$ cat config.mk
export PLATFORM = sky130hd
export DESIGN_NAME = rpn_stack_master
export DESIGN_NICKNAME = d
export VERILOG_FILES = /design/src/rtl/rpn_pkg.sv /design/src/rtl/rpn_stack_master_alu.sv /design/src/rtl/rpn_stack_master.sv
export SDC_FILE = /design/constraint.sdc
export NUM_CORES = 1
export LEC_CHECK = 0
export ABC_AREA = 1
export CORE_MARGIN = 4
export CORE_UTILIZATION = 45
export CTS_CLUSTER_DIAMETER = 50
export DETAILED_ROUTE_END_ITERATION = 8
export PLACE_DENSITY = 0.66
export RECOVER_POWER = 100
export REMOVE_ABC_BUFFERS = 1
export SLEW_MARGIN = 20
export SYNTH_ARGS = -nofsm -noshare
export SYNTH_HDL_FRONTEND = slang
export SYNTH_SLANG_ARGS = --single-unit
$ cat constraint.sdc
create_clock -name clk -period 11.5 [get_ports clk]
set_input_delay 1.725 -clock clk [delete_from_list [all_inputs] [get_ports clk]]
set_output_delay 1.725 -clock clk [all_outputs]
set_load 0.01 [all_outputs]
$ cat src/rtl/rpn_pkg.sv
// Shared opcode, error-code and FSM state definitions for the RPN evaluator.
package rpn_pkg;

  typedef enum logic [1:0] {
    OP_ADD = 2'b00,
    OP_SUB = 2'b01,
    OP_MUL = 2'b10,
    OP_XOR = 2'b11
  } op_t;

  typedef enum logic [1:0] {
    ERR_NONE  = 2'b00,
    ERR_UNDER = 2'b01,
    ERR_OVER  = 2'b10,
    ERR_LEFT  = 2'b11
  } err_t;

  typedef enum logic [3:0] {
    IDLE,
    FETCH,
    PUSH,
    POP_B,
    WAIT_B,
    POP_A,
    WAIT_A,
    EXEC,
    FINAL_POP,
    FINAL_WAIT,
    SKIP,
    DRAIN,
    REPORT
  } state_t;

endpackage

$ cat src/rtl/rpn_stack_master_alu.sv
// Combinational binary operator unit; all results wrap modulo 2^WORD_LEN.
module rpn_alu
  import rpn_pkg::*;
#(
  parameter int WORD_LEN = 8
) (
  input  logic [WORD_LEN-1:0] a,
  input  logic [WORD_LEN-1:0] b,
  input  op_t                 op,
  output logic [WORD_LEN-1:0] result
);

  always_comb begin
    result = '0;
    case (op)
      OP_ADD:  result = a + b;
      OP_SUB:  result = a - b;
      OP_MUL:  result = a * b;
      OP_XOR:  result = a ^ b;
      default: result = '0;
    endcase
  end

endmodule

$ cat src/rtl/rpn_stack_master.sv
// Postfix expression evaluator driving push/pop pulses into an external LIFO
// and reporting one result (or error code) per expression.
module rpn_stack_master
  import rpn_pkg::*;
#(
  parameter int STACK_DEPTH = 8,
  parameter int WORD_LEN    = 8
) (
  input  logic                clk,
  input  logic                rstn,
  input  logic                tok_valid,
  output logic                tok_ready,
  input  logic                tok_is_op,
  input  logic [WORD_LEN-1:0] tok_data,
  input  logic                tok_last,
  output logic                stk_push,
  output logic                stk_pop,
  output logic [WORD_LEN-1:0] stk_wdata,
  input  logic [WORD_LEN-1:0] stk_rdata,
  input  logic                stk_full,
  input  logic                stk_empty,
  output logic                res_valid,
  output logic [WORD_LEN-1:0] res_data,
  output logic [1:0]          res_err
);

  if (STACK_DEPTH < 1 || WORD_LEN < 2) begin : g_param_guard
    $fatal(1, "rpn_stack_master: STACK_DEPTH must be >= 1 and WORD_LEN >= 2");
  end

  state_t              state;
  err_t                err;
  logic [WORD_LEN-1:0] tok_data_q;
  logic                tok_last_q;
  logic [WORD_LEN-1:0] opnd_b;
  logic [WORD_LEN-1:0] result;
  logic [WORD_LEN-1:0] alu_res;

  // Operand a is the word arriving on stk_rdata in EXEC; b was latched earlier.
  rpn_alu #(.WORD_LEN(WORD_LEN)) u_alu (
    .a      (stk_rdata),
    .b      (opnd_b),
    .op     (op_t'(tok_data_q[1:0])),
    .result (alu_res)
  );

  // Pulses are registered, so stk_rdata for a pop is sampled two states after
  // the pop decision; b is latched in POP_A and a consumed in EXEC.
  always_ff @(posedge clk) begin
    if (!rstn) begin
      state      <= IDLE;
      err        <= ERR_NONE;
      tok_ready  <= 1'b0;
      stk_push   <= 1'b0;
      stk_pop    <= 1'b0;
      stk_wdata  <= '0;
      res_valid  <= 1'b0;
      res_data   <= '0;
      res_err    <= '0;
      tok_data_q <= '0;
      tok_last_q <= 1'b0;
      opnd_b     <= '0;
      result     <= '0;
    end else begin
      stk_push  <= 1'b0;
      stk_pop   <= 1'b0;
      res_valid <= 1'b0;
      case (state)
        IDLE, FETCH: begin
          if (tok_valid && tok_ready) begin
            tok_data_q <= tok_data;
            tok_last_q <= tok_last;
            tok_ready  <= 1'b0;
            state      <= tok_is_op ? POP_B : PUSH;
          end else begin
            tok_ready <= 1'b1;
          end
        end
        PUSH: begin
          if (stk_full) begin
            err       <= ERR_OVER;
            tok_ready <= !tok_last_q;
            state     <= tok_last_q ? DRAIN : SKIP;
          end else begin
            stk_push  <= 1'b1;
            stk_wdata <= tok_data_q;
            tok_ready <= !tok_last_q;
            state     <= tok_last_q ? FINAL_POP : FETCH;
          end
        end
        POP_B: begin
          if (stk_empty) begin
            err       <= ERR_UNDER;
            tok_ready <= !tok_last_q;
            state     <= tok_last_q ? DRAIN : SKIP;
          end else begin
            stk_pop <= 1'b1;
            state   <= WAIT_B;
          end
        end
        WAIT_B: state <= POP_A;
        POP_A: begin
          opnd_b <= stk_rdata;
          if (stk_empty) begin
            err       <= ERR_UNDER;
            tok_ready <= !tok_last_q;
            state     <= tok_last_q ? DRAIN : SKIP;
          end else begin
            stk_pop <= 1'b1;
            state   <= WAIT_A;
          end
        end
        WAIT_A: state <= EXEC;
        EXEC: begin
          stk_push  <= 1'b1;
          stk_wdata <= alu_res;
          tok_ready <= !tok_last_q;
          state     <= tok_last_q ? FINAL_POP : FETCH;
        end
        FINAL_POP: begin
          // Entered with the last push still in flight, which guarantees a word.
          if (!stk_push && stk_empty) begin
            err   <= ERR_UNDER;
            state <= REPORT;
          end else begin
            stk_pop <= 1'b1;
            state   <= FINAL_WAIT;
          end
        end
        FINAL_WAIT: begin
          if (!stk_pop) begin
            result <= stk_rdata;
            if (!stk_empty) begin
              err   <= ERR_LEFT;
              state <= DRAIN;
            end else begin
              state <= REPORT;
            end
          end
        end
        SKIP: begin
          if (tok_valid && tok_ready && tok_last) begin
            tok_ready <= 1'b0;
            state     <= DRAIN;
          end
        end
        DRAIN: begin
          if (!stk_pop) begin
            if (stk_empty) state <= REPORT;
            else stk_pop <= 1'b1;
          end
        end
        REPORT: begin
          res_valid <= 1'b1;
          res_data  <= (err == ERR_NONE) ? result : '0;
          res_err   <= err;
          err       <= ERR_NONE;
          tok_ready <= 1'b1;
          state     <= IDLE;
        end
        default: begin
          tok_ready <= 1'b0;
          state     <= IDLE;
        end
      endcase
    end
  end

endmodule

# ---- Yosys cells after proc, flatten, opt, wreduce, memory -nomap -nowiden
# Cells that the tools add are included.
dict set report totals {
  reg_bits 53
  input_bits 23
  output_inout_bits 22
  word_cells 99
}
dict set report op_classes {
  add_sub_neg 2
  n_mul 1
  n_eq_ne 25
  n_mux 35
  n_bitwise 3
  reduce_logical 20
}
# cell count
set op_table {}
lappend op_table {{$pmux 4 s11} 1}
lappend op_table {{$mux 4} 9}
lappend op_table {{$pmux 8 s4} 1}
lappend op_table {{$eq 4x4->1 const B} 5}
lappend op_table {{$ne 2x2->1 const B} 9}
lappend op_table {{$eq 4x3->1 const B} 4}
lappend op_table {{$mux 8} 2}
lappend op_table {{$pmux 8 s2} 1}
lappend op_table {{$mux 1} 10}
lappend op_table {{$mux 2} 5}
lappend op_table {{$pmux 2 s5} 1}
lappend op_table {{$add 8x8->8} 1}
lappend op_table {{$eq 4x2->1 const B} 2}
lappend op_table {{$mul 8x8->8} 1}
lappend op_table {{$sub 8x8->8} 1}
lappend op_table {{$xor 8x8->8} 1}
lappend op_table {{$mux 3} 2}
lappend op_table {{$pmux 1 s6} 1}
lappend op_table {{$reduce_and 2->1} 3}
lappend op_table {{$reduce_and 6->1} 1}
lappend op_table {{$reduce_or 2->1} 3}
lappend op_table {{$reduce_and 5->1} 1}
lappend op_table {{$reduce_bool 5->1} 1}
lappend op_table {{$reduce_or 5->1} 1}
lappend op_table {{13 further kinds} 19}

# ---- Depth between registers and ports, before layout
# Gate-level depths: netlist of the first run.
dict set report logic_depth {
  word_depth 4
  mapped_depth 23
  mapped_depth_nobuf 23
}

# ---- By module
# A second synthesis of the first run with hierarchy kept.
dict set report unflattened {
  cells_unflattened 643
  area_unflattened_um2 4177.8
}
# module n_inst cells_per_inst area_each_um2 seq_area_each_um2
set by_module_without_submodules {}
lappend by_module_without_submodules {rpn_stack_master 1 325 2327.2 1061.0}
lappend by_module_without_submodules {rpn_alu 1 318 1850.5 0.0}

# ---- Least setup slack after synthesis of the first run
# No wires, ideal clock.
dict set report synth_path {
  path_type {input-to-reg}
  start {in stk_rdata[1]}
  end {reg stk_wdata[7]}
  setup_time_ns 0.132
  t_arrival_ns 5.126
  required_ns 11.368
  path_slack_ns 6.242
  cell_stages 22
  path_cell_list {clkbuf_2 -> nand2_1 -> fa_1 -> fa_1 -> inv_1 -> fa_1 -> inv_1 -> fa_1 -> inv_1 -> ha_1 -> nand3_1 -> nand3_1 -> nand2_1 -> nand2_1 -> nand2_1 -> inv_1 -> nor2_1 -> nand3_1 -> nand3_1 -> nand3_1 -> nand2_1 -> a21oi_1}
}
dict set report synth_via {
  elab_chain_len 3
  word_cells_on_any_way 5
  cone_classes {2 x add/sub; 1 x mul; 2 x mux}
}
# element line_no
set synth_lines {}
lappend synth_lines {{from (decl)} rpn_stack_master.sv:19} ;# input logic [WORD_LEN-1:0] stk_rdata,
lappend synth_lines {{$mul 8x8->8, or another cell as far along} rpn_stack_master_alu.sv:18} ;# OP_MUL: result = a * b;
lappend synth_lines {{$pmux 8 s4 *} rpn_stack_master_alu.sv:15} ;# case (op)
lappend synth_lines {{$pmux 8 s2 *} rpn_stack_master.sv:68} ;# case (state)
lappend synth_lines {{to (signal assigned)} rpn_stack_master.sv:86} ;# stk_wdata <= tok_data_q;
lappend synth_lines {{to (signal assigned)} rpn_stack_master.sv:116} ;# stk_wdata <= alu_res;
lappend synth_lines {{to (decl)} rpn_stack_master.sv:18} ;# output logic [WORD_LEN-1:0] stk_wdata,
# Every way passes the cells marked *; elsewhere a longest branch is shown, timed or not.
# A chain may end at the register's enable or synchronous reset.

# ---- Worst setup path in the final report of the first run
# Ends and elaborated chain as after synthesis.

==> results of run 1 <==
## cells in the mapped netlist
master	count
clkbuf_1	9
a31oi_1	4
a211oi_1	2
inv_1	94
o211ai_1	2
o21ai_0	31
or2_2	2
xnor2_1	3
a21oi_1	57
o31ai_1	1
fa_1	13
a211oi_2	1
o221a_2	1
o221ai_1	1
a221oi_1	1
dfxtp_1	53
nand2_4	1
nand4_1	1
nor3_1	7
inv_2	13
nor2_2	7
o21ai_1	8
nand2_1	124
nand3_1	51
nand2_2	4
nor3_2	1
xor2_1	10
buf_2	11
o311ai_1	1
ha_1	29
and2_1	1
a221o_1	1
clkbuf_2	3
a21o_1	2
o2111ai_1	1
nor2_4	1
o41ai_1	1
nor4_1	1
nor2_1	26
a221oi_2	1
nand3b_1	2
## power by group
| group | switching (mW) | internal [mW] |
|---|---|---|
| sequential | 0.0185 | 0.205 |
| clock | 0.0646 | 0.0654 |
| combinational | 0.123 | 0.0664 |
| total | 0.206 | 0.337 |
## layer usage
metal / up-vias / routed length (um) / global-route usage (%) / part of all wire [%]
li1: 1933 / - / - / -
met1: 1716 / 4460 / 27.6 / 44
met2: 146 / 4830 / 33.5 / 48
met3: 14 / 651 / 2.62 / 6.4
met4: 0 / 174 / 6.75 / 1.7
met5: - / 0 / 0 / 0
## worst max-delay path: stages
cell and delay (ns):
dlygate4sd3_1 0.86, nand2_1 0.15, fa_1 0.48, fa_1 0.54, inv_1 0.05, fa_1 0.48
inv_1 0.05, fa_1 0.53, inv_1 0.04, ha_1 0.33, nand3_1 0.12, nand3_1 0.07
nand2_1 0.06, nand2_1 0.06, nand2_1 0.06, inv_1 0.04, nor2_1 0.11, nand3_1 0.09
nand3_1 0.09, nand3_1 0.08, nand2_1 0.07, a21oi_1 0.05
## sequential cells by signal (all words and copies together) (netlist names)
name / cells
opnd_b: 8
res_data: 8
result: 8
stk_wdata: 8
tok_data_q: 8
state: 4
err: 2
res_err: 2
res_valid: 1
stk_pop: 1
stk_push: 1
tok_last_q: 1
tok_ready: 1
## area by class of cell
| class | instances | area, um^2 | share of cell area (%) |
|---|---|---|---|
| clock inverter | 3 | 43.8 | 0.964 |
| multi-input combinational | 400 | 2380 | 52.5 |
| inverter | 107 | 402 | 8.85 |
| tap | 105 | 131 | 2.89 |
| sequential | 53 | 1060 | 23.4 |
| clock buffer | 5 | 68.8 | 1.52 |
| timing repair buffer | 46 | 452 | 9.95 |
## cells in the final DEF, fill, tap and decap left out, types with 2 or more instances in the layout
master and count:
clkbuf_8 5, xnor2_1 3, clkdlybuf4s50_1 18, a21oi_1 57, a211oi_1 2, o21ai_1 4
a21o_1 2, nor2_1 26, nor2_2 7, a221oi_1 2, nand2_1 124, nand3_1 51
or2_2 2, o21ai_0 35, o211ai_1 2, ha_1 29, inv_2 13, nor3_1 7
fa_1 13, inv_1 94, nand3b_1 2, a31oi_1 4, dlygate4sd3_1 26, nand2_2 4
xor2_1 10, dfxtp_1 53
## kinds of logic (layout without fill, tap and decap cells)
logic type      count (synthesis)  in the layout  share of synthesized area, %
simple gates                  229            229                          25.3
buf+inv                       130            161                          12.8
compound gates                116            116                          16.5
flops                          53             53                          26.8
fa+ha+maj                      42             42                          15.8
xor+xnor                       13             13                          2.88
## how the worst max path moves through the flow
stage / cells past startpoint / to / slack (ns)
2_1_floorplan: 21 / stk_wdata[7] / 6.39
3_3_place_gp: 22 / stk_wdata[7] / 5.41
3_5_place_dp: 22 / stk_wdata[7] / 5.28
4_1_cts: 22 / stk_wdata[7] / 5.62
5_1_grt: 22 / stk_wdata[7] / 5.17
6_report: 22 / stk_wdata[7] / 5.52
==> flow_summary_export.csv, run 1 <==
group,metric,value,unit
run_status,outcome,"finished, final reports clean",
global_routing,antenna_found_initial,0,
clocking,cts_tree,"done",
setup_path,cp.arrival,6.14,ns
placement,placed_area,0.00444,mm^2
setup_path,r2r_start,"opnd_b[2]",
sta,rsz0062_at_grt,"no",
logic_synthesis,syn_inst,583,
sta,clock_skew,0.00736,ns
global_routing,grt_pass1_wl,17.0,mm
hold_path,hold_start,"res_data[5]",
pwr,power.density,119,mW/mm^2
sta,slew_headroom,35.7,%
placement,dp_cells,711,
layout,design_area,0.00454,mm^2
pwr,power.total,0.542,mW
sta,tightest_slew,0.965,ns
logic_synthesis,syn_avg_cell_area,6.78,um^2
setup_path,crit_path_start_kind,"input port",
sta,min_period,5.98,ns
placement,dp_hpwl,7.73,mm
placement,pre_cts_slack,5.28,ns
floorplan,core,0.00838,mm^2
global_routing,grt-ovfl-total,0,
sta,fin_setup_tns,0,ns
logic_synthesis,synth_cell_type_count,41,
clocking,cts-root-buf,"clkbuf_8",
route,wl_per_cell,14.1,um
clocking,cts_made_buffers,5,
global_routing,grt_pass1_vias,3655,
clocking,clkTransAtPathRegs,0.10,ns
setup_path,worst_setup_path_end_kind,"flop",
route,ant_nets,0,
run,maxCapViolations,0,
sta,fmax,167,MHz
clocking,cts.path.max_buffers,2,
logic_synthesis,ys_ff_latch,53,
layout,synthToLayoutAreaGrowth,14.8,%
logic_synthesis,synth_top_area_share,26.8,%
clocking,clkLatencyLatePin,0.31,ns
layout,antennaDiodeCount,0,
setup_path,crit_fanout,11,
floorplan,io_pins,45,
route,first_pass_iters,5,
setup_path,timing.critical_path.from,"stk_rdata[1]",
pwr,peakVddDrop,124,uV
sta,drv_slew,0,
sta,finalCritPeriodShare,52.0,%
route,drc,0,
layout,drive_gt1_share,6.51,%
setup_path,rr_endpoint,"stk_wdata[7]",
sta,finalHoldViolCount,0,
placement,gp_congestion,0.956,
placement,io_buffers,44,
floorplan,num_rows,33,
hold_path,worst_hold_path.endpoint,"res_data[5]",
floorplan,die_w,102,um
route,drt_iter0_markers,223,
route,totalWireLength,10.1,mm
logic_synthesis,synth_area,0.00396,mm^2
clocking,ctsHoldBuffers,0,
global_routing,track_usage,20.3,%
hold_path,hold_path_class,"flop to flop",
setup_path,required,11.66,ns
route,num_vias,3809,
clocking,clock_sinks,53,
floorplan,start_util,47.2,%
hold_path,hold_path_depth,2,
floorplan,die-area,0.0104,mm^2
layout,nFillCells,842,
setup_path,path_class,"input port to flop",
logic_synthesis,synth_largest_area_cell,"dfxtp_1",
clocking,post-cts-setup-buffer-count,0,
sta,setup_viol,0,
layout,instances_no_fill,719,
pwr,power.leakage,2.19,nW
clocking,cts_resized,0,
floorplan,die_y,102,um
sta,whs,0.466,ns
logic_synthesis,ys_seq_area_share,26.8,%
setup_path,ff2ff_path_depth,21,
sta,setup_ws,5.52,ns
clocking,cts_max_level,2,
route,viasPerCell,5.30,
layout,utilization,54.2,%
logic_synthesis,synth_area_leaders,"dfxtp_1 (27%), nand2_1 (12%), ha_1 (9.2%)",
logic_synthesis,yosysWarnings,0,
setup_path,reg2reg_slack,7.24,ns
layout,finalNetCount,678,
global_routing,grt_max_degree,25,
Power figures use the tool's default switching activity.
==> inputs of run 2 (changes only) <==
--- a/config.mk
+++ b/config.mk
@@ -10,7 +10,7 @@
 export CORE_UTILIZATION = 45
 export CTS_CLUSTER_DIAMETER = 50
 export DETAILED_ROUTE_END_ITERATION = 8
-export PLACE_DENSITY = 0.66
+export PLACE_DENSITY = 0.69
 export RECOVER_POWER = 100
 export REMOVE_ABC_BUFFERS = 1
 export SLEW_MARGIN = 20
==> constraint.sdc (replaced) <==
create_clock -name clk -period 5.2 [get_ports clk]
set_input_delay 0.78 -clock clk [delete_from_list [all_inputs] [get_ports clk]]
set_output_delay 0.78 -clock clk [all_outputs]
set_load 0.01 [all_outputs]
==> run 2 against run 1 <==
- setup slack lost 5.0 ns
- sequential cell count unchanged
- clock power increased by 90%
- utilization is 0.48 points higher
- final area is 0.88% higher
- routed wire length decreased by 0.67%
- critical path depth is 5 lower
- die area stayed put
- combinational power grew 120%
- count of clock-buffer cells in the layout unchanged
- sequential power up 120%
- total power increased by 110%
==> flow_summary_export.csv, run 2 (synthesis results as in run 1) <==
group,metric,value,unit
pwr,sw_frac_of_total,39.6,%
layout,drive_gt1_share,7.06,%
clocking,ctsHoldBuffers,0,
sta,fmax,213,MHz
route,drc,0,
sta,setup_ws,0.506,ns
sta,min_period,4.69,ns
global_routing,antenna_found_initial,0,
route,drt_iter0_markers,238,
setup_path,crit_path_frequent_cell,"inv_1",
sta,rsz0062_at_grt,"no",
sta,drv_slew,0,
global_routing,track_usage,20.1,%
setup_path,required,5.41,ns
layout,finalNetCount,687,
clocking,cts-root-buf,"clkbuf_8",
clocking,post-cts-setup-buffer-count,0,
global_routing,grt_max_degree,25,
floorplan,num_rows,33,
route,totalWireLength,10.0,mm
run,maxCapViolations,0,
sta,clock_skew,0.0118,ns
sta,tightest_slew,1.00,ns
setup_path,rr_endpoint,"stk_wdata[7]",
pwr,peakVddDrop,197,uV
setup_path,crit_fanout,6,
global_routing,grt-ovfl-total,0,
setup_path,worst_setup_path_end_kind,"flop",
pwr,p_int,0.702,mW
layout,instances_no_fill,728,
clocking,clkTransAtPathRegs,0.11,ns
pwr,combPwrFrac,36.2,%
global_routing,grt_pass1_wl,16.8,mm
setup_path,ff2ff_path_depth,21,
route,first_pass_iters,4,
sta,fin_setup_tns,0,ns
clocking,cts_made_buffers,5,
placement,gp_congestion,0.982,
placement,dp_cells,720,
setup_path,reg2reg_slack,0.93,ns
route,ant_nets,0,
route,wl_per_cell,13.8,um
clocking,clock_sinks,53,
route,viasPerCell,5.27,
clocking,clkLatencyLatePin,0.31,ns
setup_path,crit_chain,"clkdlybuf4s50_1 -> clkbuf_1 -> ha_1 -> inv_1 -> fa_1 -> inv_1 -> fa_1 -> ha_1 -> inv_1 -> fa_1 -> inv_1 -> ha_1 -> or2_2 -> a221oi_1 -> nand2_1 -> o21ai_1 -> a21oi_1",
floorplan,io_pins,45,
setup_path,cp-endpoint,"stk_wdata[5]",
setup_path,cp_top_family,"adder cells",
setup_path,path_class,"input port to flop",
route,num_vias,3836,
pwr,power.leakage,2.21,nW
clocking,cts_tree,"done",
sta,setup_viol,0,
placement,io_buffers,44,
setup_path,crit_slowest_cell,"clkdlybuf4s50_1",
pwr,clockPowerShare,21.3,%
hold_path,hold_path_class,"flop to flop",
placement,pre_cts_slack,0.253,ns
run_status,outcome,"finished, final reports clean",
clocking,cts.path.max_buffers,2,
setup_path,cp.arrival,4.91,ns
setup_path,timing.critical_path.from,"stk_rdata[2]",
sta,whs,0.465,ns
layout,synthToLayoutAreaGrowth,15.8,%
floorplan,die_y,102,um
clocking,cts_resized,0,
pwr,p_switching,0.459,mW
sta,finalCritPeriodShare,90.3,%
floorplan,die-area,0.0104,mm^2
floorplan,core,0.00838,mm^2
layout,final_common_cell,"nand2_1",
sta,finalHoldViolCount,0,
global_routing,grt_pass1_vias,3615,
layout,layout_common_cells,"nand2_1 (125), inv_1 (94), a21oi_1 (57)",
setup_path,max_stage_delay,0.55,ns
floorplan,start_util,47.2,%
sta,slew_headroom,33.2,%
layout,antennaDiodeCount,0,
placement,dp_hpwl,7.83,mm
setup_path,cp_num_buf_inv,6,
setup_path,worstSetupPathDepth,17,
setup_path,crit_path_start_kind,"input port",
floorplan,die_w,102,um
setup_path,r2r_start,"opnd_b[2]",
clocking,cts_max_level,2,
pwr,power.density,253,mW/mm^2
pwr,seqPwrFrac,42.5,%
==> run 2: cell types whose count changed in the layout (fill, tap and decap cells not counted), sizes merged <==
| cell | delta |
|---|---|
| buf | +7 |
| bufinv | -1 |
| clkbuf | +2 |
| clkdlybuf4s50 | +2 |
| clkinv | +1 |
| clkinvlp | +2 |
| dlygate4sd3 | -2 |
| inv | -2 |
==> run 2: through the flow <==
step | util [%] | cell area [um^2] | total power [mW]
3_3_place_gp | 53.8 | 4510 | 0.920
5_1_grt | 54.6 | 4580 | 1.24
4_1_cts | 54.9 | 4600 | 1.18
6_report | 54.6 | 4580 | 1.16
2_1_floorplan | - | 3850 | 0.789
3_5_place_dp | 53.8 | 4510 | 0.927
==> run 2: layer usage <==
metal	wire length, um	share of wire, %	up-vias	GRT usage, %
met4	127	1.3	0	4.40
met1	4570	46	1757	26.5
met2	4790	48	117	35.1
met5	0	0	-	0
met3	543	5.4	16	2.82
li1	-	-	1946	-
==> run 2: worst register-to-register path, stage by stage (launching register included) <==
cell and delay, ns:
dfxtp_1 0.65, nand2_1 0.13, fa_1 0.43, fa_1 0.56, inv_1 0.05, fa_1 0.48, inv_1 0.06, fa_1 0.54
inv_1 0.04, ha_1 0.33, nand3_1 0.12, nand3_1 0.07, nand2_1 0.06, nand2_1 0.06, nand2_1 0.06, inv_1 0.04
nor2_1 0.11, nand3_1 0.09, nand3_1 0.09, nand3_1 0.06, nand2_1 0.07, a21oi_1 0.06
==> run 2: final cells by class <==
cell class | instances | area [um^2]
fillers | 821 | 3800
multi-input cells | 400 | 2380
flip-flops and latches | 53 | 1060
repair buffers | 55 | 512
inverters | 107 | 402
well taps | 105 | 131
clock buffers | 5 | 68.8
clock inverters | 3 | 26.3
==> run 2: how the worst min path moves through the flow <==
stage | from | to | slack, ns | cells after the start
after detailed placement | tok_data_q[7] | tok_data_q[7] | 0.44 | 2
after CTS | tok_data_q[7] | tok_data_q[7] | 0.46 | 2
after floorplan | tok_data_q[7] | tok_data_q[7] | 0.42 | 2
after global routing | tok_data_q[7] | tok_data_q[7] | 0.49 | 2
after global placement | tok_data_q[7] | tok_data_q[7] | 0.44 | 2
final | res_data[1] | res_data[1] | 0.46 | 2
==> run 2: power groups by stage <==
stage / combinational [mW] / sequential [mW] / clock (mW)
finish: 0.420 / 0.494 / 0.247
global route: 0.473 / 0.501 / 0.268
CTS: 0.426 / 0.494 / 0.255
detailed placement: 0.424 / 0.503 / 0
global placement: 0.418 / 0.502 / 0
floorplan: 0.291 / 0.499 / 0
